==> config.mk <==
export PLATFORM = sky130hd
export DESIGN_NAME = rom_arbiter
export DESIGN_NICKNAME = d
export VERILOG_FILES = /design/src/rtl/rom_arb_pkg.sv /design/src/rtl/rom_arb_pipe.sv /design/src/rtl/rom_arbiter.sv
export SDC_FILE = /design/constraint.sdc
export NUM_CORES = 1
export LEC_CHECK = 0
export ABC_AREA = 1
export CORE_MARGIN = 3
export CORE_UTILIZATION = 30
export CTS_BUF_LIST = sky130_fd_sc_hd__clkbuf_4 sky130_fd_sc_hd__clkbuf_8 sky130_fd_sc_hd__clkbuf_16
export DETAILED_ROUTE_END_ITERATION = 10
export HOLD_SLACK_MARGIN = 0.03
export PLACE_DENSITY = 0.77
export SYNTH_ARGS = -nofsm -noshare
export SYNTH_HDL_FRONTEND = slang
export SYNTH_SLANG_ARGS = --single-unit
==> constraint.sdc <==
create_clock -name clka -period 1.7 [get_ports clka]
set_input_delay 0.425 -clock clka [delete_from_list [all_inputs] [get_ports clka]]
set_output_delay 0.425 -clock clka [all_outputs]
set_load 0.02 [all_outputs]
==> src/rtl/rom_arb_pkg.sv <==
// Shared types and constants for the two-port ROM arbiter.
package rom_arb_pkg;

    localparam int ROM_ADDR_W = 13;
    localparam int ROM_DATA_W = 32;

    // Requester identifier: port 0 = instruction fetch, port 1 = constant loader.
    typedef logic rom_port_t;

    localparam rom_port_t PORT0 = 1'b0;
    localparam rom_port_t PORT1 = 1'b1;

    // One in-flight read: whether a read was issued in that slot, and for whom.
    typedef struct packed {
        logic      valid;
        rom_port_t port;
    } rom_tag_t;

    localparam rom_tag_t TAG_IDLE = '{valid: 1'b0, port: PORT0};

endpackage

==> src/rtl/rom_arb_pipe.sv <==
// Response-tracking shift register: one rom_tag_t per cycle of ROM latency.
// The tail entry describes the word currently presented on the ROM data bus.
module rom_arb_pipe
    import rom_arb_pkg::*;
#(
    parameter int DEPTH = 1
) (
    input  logic     clka,
    input  logic     rsta,
    input  rom_tag_t push,
    output rom_tag_t tail
);

    rom_tag_t stage_q [DEPTH];
    rom_tag_t stage_d [DEPTH];

    // Next state: new tag enters at stage 0, everything else moves one stage on.
    always_comb begin
        stage_d[0] = push;
        for (int i = 1; i < DEPTH; i++) begin
            stage_d[i] = stage_q[i-1];
        end
    end

    // Shift every cycle; reset empties the pipe so in-flight reads are dropped.
    always_ff @(posedge clka) begin
        if (rsta) begin
            // NOTE: the tracking stages are control state (valid bits), so every
            // stage is reset; a data-only memory would not need this.
            for (int i = 0; i < DEPTH; i++) begin
                stage_q[i] <= TAG_IDLE;
            end
        end else begin
            // NOTE: non-blocking assignment lets all stages shift on the same edge
            // without one stage seeing another's freshly written value.
            stage_q <= stage_d;
        end
    end

    assign tail = stage_q[DEPTH-1];

endmodule

==> src/rtl/rom_arbiter.sv <==
// Two-port arbiter in front of the single-port instruction/constant ROM.
// Grants at most one read per cycle, holds the ROM address between grants,
// and steers each returned word to the port that issued it.
// Build option: define ROM_ARB_FIXED_PRIO_EN for fixed priority (port 0 always
// wins a conflict); otherwise conflicts are resolved round-robin.
// ROM_LAT is the ROM read latency counted from the grant edge (legal: 1 or 2);
// the registered rom_addra is the first cycle of that latency.
module rom_arbiter
    import rom_arb_pkg::*;
#(
    parameter int ROM_LAT = 1,
    parameter int ADDR_W  = ROM_ADDR_W,
    parameter int DATA_W  = ROM_DATA_W
) (
    input  logic              clka,
    input  logic              rsta,
    input  logic              req0,
    input  logic [ADDR_W-1:0] addr0,
    input  logic              req1,
    input  logic [ADDR_W-1:0] addr1,
    output logic              gnt0,
    output logic              gnt1,
    output logic              rvalid0,
    output logic [DATA_W-1:0] rdata0,
    output logic              rvalid1,
    output logic [DATA_W-1:0] rdata1,
    output logic [ADDR_W-1:0] rom_addra,
    input  logic [DATA_W-1:0] rom_doa
);

    logic [ADDR_W-1:0] rom_addra_q;
    logic [ADDR_W-1:0] rom_addra_d;
    rom_tag_t          push_tag;
    rom_tag_t          tail_tag;

`ifdef ROM_ARB_FIXED_PRIO_EN

    // Fixed priority: port 0 wins every conflict; no grants while in reset.
    always_comb begin
        // NOTE: both outputs get a default before any branch, so no path
        // leaves them unassigned and no latch is inferred.
        gnt0 = 1'b0;
        gnt1 = 1'b0;
        if (!rsta) begin
            if (req0) begin
                gnt0 = 1'b1;
            end else if (req1) begin
                gnt1 = 1'b1;
            end
        end
    end

`else

    // Port granted most recently; resets to port 1 so port 0 wins the first conflict.
    rom_port_t last_q;
    rom_port_t last_d;

    // Round-robin: a lone requester is always granted; on conflict the port
    // that was not granted most recently wins. No grants while in reset.
    always_comb begin
        gnt0 = 1'b0;
        gnt1 = 1'b0;
        if (!rsta) begin
            if (req0 && req1) begin
                gnt0 = (last_q == PORT1);
                gnt1 = (last_q == PORT0);
            end else begin
                gnt0 = req0;
                gnt1 = req1;
            end
        end
    end

    // Pointer follows every grant, conflicting or not.
    always_comb begin
        last_d = last_q;
        if (gnt0) begin
            last_d = PORT0;
        end else if (gnt1) begin
            last_d = PORT1;
        end
    end

    // Round-robin pointer register.
    always_ff @(posedge clka) begin
        if (rsta) begin
            last_q <= PORT1;
        end else begin
            last_q <= last_d;
        end
    end

`endif

    // Address hold mux: load the granted port's address, otherwise keep the
    // previous one so the ROM address bus does not toggle while idle.
    always_comb begin
        rom_addra_d = rom_addra_q;
        if (gnt0) begin
            rom_addra_d = addr0;
        end else if (gnt1) begin
            rom_addra_d = addr1;
        end
    end

    // ROM address register.
    always_ff @(posedge clka) begin
        if (rsta) begin
            rom_addra_q <= '0;
        end else begin
            rom_addra_q <= rom_addra_d;
        end
    end

    assign rom_addra = rom_addra_q;

    // Tag for this cycle's slot: a grant records its port, no grant records a bubble.
    always_comb begin
        push_tag       = TAG_IDLE;
        push_tag.valid = gnt0 | gnt1;
        push_tag.port  = gnt1 ? PORT1 : PORT0;
    end

    rom_arb_pipe #(
        .DEPTH (ROM_LAT)
    ) u_pipe (
        .clka (clka),
        .rsta (rsta),
        .push (push_tag),
        .tail (tail_tag)
    );

    // Response steering: the tail tag says whose word is on rom_doa this cycle.
    // Data is broadcast to both ports; only the matching rvalid qualifies it.
    assign rvalid0 = tail_tag.valid && (tail_tag.port == PORT0);
    assign rvalid1 = tail_tag.valid && (tail_tag.port == PORT1);
    assign rdata0  = rom_doa;
    assign rdata1  = rom_doa;

endmodule

==> impl_metrics.env, run 1 <==
export IMPL_clockBufferDepth=2
export IMPL_hold_viol=0
export IMPL_portBuffers=46
export IMPL_slew_violations=0
export IMPL_clockRootBuffer="clkbuf_8"
export IMPL_tritoncts="built"
export IMPL_critPathLaunchType="input port"
export IMPL_worstPathArrival_ns=1.21
export IMPL_die_h_microns=76.3
export IMPL_worstPathMaxFanout=4
export IMPL_fin_tns_setup_ns=0
export IMPL_core_area_sq_mm=0.00456
export IMPL_vdd_drop_max_v=0.000251
export IMPL_drv_cap=0
export IMPL_crit_path_end_kind="output port"
export IMPL_critPathKind="in2out"
export IMPL_syn_avg_cell_area_sq_um=7.56
export IMPL_outcome="finished, final reports clean"
export IMPL_overflow=0
export IMPL_routed_wl_mm=2.85
export IMPL_antenna_found_initial=0
export IMPL_start_util=0.325
export IMPL_tightestPinTransition_ns=0.361
export IMPL_max_freq_ghz=0.610
export IMPL_num_vias=1056
export IMPL_wl_per_cell_microns=11.5
export IMPL_num_rows=24
export IMPL_drive_above_1_share=0.255
export IMPL_setup_viol=0
export IMPL_placed_area_sq_mm=0.00157
export IMPL_drc_errors=0
export IMPL_antennaDiodeCount=0
export IMPL_grt_pass1_vias=1076
export IMPL_insertion_delay_ns=0.25
export IMPL_track_usage=0.101
export IMPL_cts_sinks=16
export IMPL_hp_class="reg2reg"
export IMPL_io_pin_count=143
export IMPL_final_cell_mix="clkdlybuf4s50_1, nor2_1, inv_1, dfxtp_1, nand2_1"
export IMPL_finalClockSkew_ns=0.00308
export IMPL_dp_hpwl_mm=2.22
export IMPL_drt_vias_per_instance=4.24
export IMPL_yosysUniqueCellTypes=20
export IMPL_synth_seq_cells=16
export IMPL_slew_headroom=0.759
export IMPL_ant_nets=0
export IMPL_dieArea_sq_mm=0.00582
export IMPL_dieWidth_microns=76.3
export IMPL_postLayoutCellArea_sq_mm=0.00161
export IMPL_fin_nets=247
export IMPL_yosysSeqAreaShare=0.216
export IMPL_htree_levels=1
export IMPL_cellLeakagePower_nw=0.698
export IMPL_yosys_warnings=0
export IMPL_postLayoutSetupSlackWorst_ns=0.0616
export IMPL_clk_pin_slew_worst_paths_ns=0.06
export IMPL_pre_cts_ws_ns=-0.673
export IMPL_crit_required_ns=1.27
export IMPL_syn_area_sq_mm=0.00148
export IMPL_grt_pass1_wl_mm=4.75
export IMPL_cts_buffers_inserted=3
export IMPL_period_needed_ns=1.64
export IMPL_pwr_density_cell_mw_per_mm2=684
export IMPL_firstDrtPassIters=4
export IMPL_grt_max_degree=28
export IMPL_grt_setup_unrepaired="false"
export IMPL_synth_net_count=258
export IMPL_postCtsSetupRepairBufs=0
export IMPL_post_route_util=0.353
export IMPL_min_period_over_period=0.964
export IMPL_final_common_cell="clkdlybuf4s50_1"
export IMPL_routabilityCongestion=0.689
export IMPL_first_iter_violations=46
export IMPL_areaGrowthSynthToFinish_pct=8.69
export IMPL_syn_inst=196
==> repair_timing <==
action                     4_1_cts  5_1_grt
gates resized for setup         13        0
setup endpoints to repair        4        0
hold buffers                     0        0
==> logic make-up (layout without fill, tap and decap cells) <==
family          after synthesis  after routing  share of synthesized area
compound gates               30             30                      0.169
flops                        16             16                      0.216
simple gates                 57             57                      0.188
buf+inv                      93             81                      0.427
==> flip-flops by register name, indices dropped and copies added, names as in the netlist <==
name and cells:
rom_addra 13, u_pipe.tail 2, last_q 1
==> synthesized netlist by cell type, drive strengths merged <==
cell type | instances | area [sq um]
nor2 | 28 | 144
nand2 | 15 | 58.8
buf | 72 | 552
nand3 | 13 | 70.1
o31ai | 13 | 97.6
clkbuf | 2 | 7.51
dfxtp | 16 | 320
a21oi | 14 | 130
and2 | 1 | 6.26
inv | 19 | 73.8
o211ai | 1 | 7.51
a211oi | 2 | 15.0
==> power by group <==
part           internal [mW]  switching [mW]  total [mW]
Clock                  0.205           0.130       0.335
Sequential             0.407          0.0148       0.421
Combinational          0.176           0.170       0.346
Total                  0.788           0.315        1.10
==> worst paths after layout <==
kind / startpoint / endpoint / slack, ns / cells past startpoint
max: req0 / gnt0 / 0.06 / 5
min: rom_addra[1] / rom_addra[1] / 0.51 / 2
max reg2reg: last_q / rom_addra[12] / 0.52 / 6
min reg2reg: rom_addra[1] / rom_addra[1] / 0.51 / 2
==> cell type report <==
cell class | instances | area, sq um
fill | 511 | 2950
timing repair buffer | 58 | 547
multi-input combinational | 87 | 534
sequential | 16 | 320
tap | 65 | 81.3
inverter | 19 | 73.8
clock buffer | 4 | 55.1
==> per-stage QoR <==
| stage | cells | hold WS (ns) | power (mW) |
|---|---|---|---|
| 5_1_grt | 249 | 0.541 | 1.17 |
| 3_3_place_gp | 245 | 0.497 | 0.783 |
| 6_report | 249 | 0.515 | 1.10 |
| 3_5_place_dp | 245 | 0.502 | 0.787 |
| 2_1_floorplan | 196 | 0.453 | 0.837 |
| 4_1_cts | 249 | 0.520 | 1.12 |
==> worst max-delay path: stages <==
cell and delay, ns:
dlygate4sd2_1 0.31, inv_4 0.07, nor2_8 0.08, and2_1 0.15, buf_2 0.18
==> metal layers <==
layer / GRT usage / vias up / routed length (microns) / part of all wire
li1: - / 531 / - / -
met1: 0.100 / 461 / 1100 / 0.39
met2: 0.175 / 43 / 1360 / 0.48
met3: 0.0331 / 21 / 266 / 0.093
met4: 0.0725 / 0 / 127 / 0.044
met5: 0 / - / 0 / 0
(Power assumes the default switching activity.)
==> run 2, diff against run 1 <==
--- a/config.mk
+++ b/config.mk
@@ -8,10 +8,10 @@
 export ABC_AREA = 1
 export CORE_MARGIN = 3
 export CORE_UTILIZATION = 30
-export CTS_BUF_LIST = sky130_fd_sc_hd__clkbuf_4 sky130_fd_sc_hd__clkbuf_8 sky130_fd_sc_hd__clkbuf_16
 export DETAILED_ROUTE_END_ITERATION = 10
 export HOLD_SLACK_MARGIN = 0.03
 export PLACE_DENSITY = 0.77
+export RECOVER_POWER = 50
 export SYNTH_ARGS = -nofsm -noshare
 export SYNTH_HDL_FRONTEND = slang
 export SYNTH_SLANG_ARGS = --single-unit
==> results of run 2 <==
No change in the layout: final DEF, timing and power equal those of run 1.
==> run 3, diff against run 2 <==
--- a/config.mk
+++ b/config.mk
@@ -12,6 +12,7 @@
 export HOLD_SLACK_MARGIN = 0.03
 export PLACE_DENSITY = 0.77
 export RECOVER_POWER = 50
+export SLEW_MARGIN = 30
 export SYNTH_ARGS = -nofsm -noshare
 export SYNTH_HDL_FRONTEND = slang
 export SYNTH_SLANG_ARGS = --single-unit
==> results of run 3 <==
No change in the layout: final DEF, timing and power equal those of run 1.
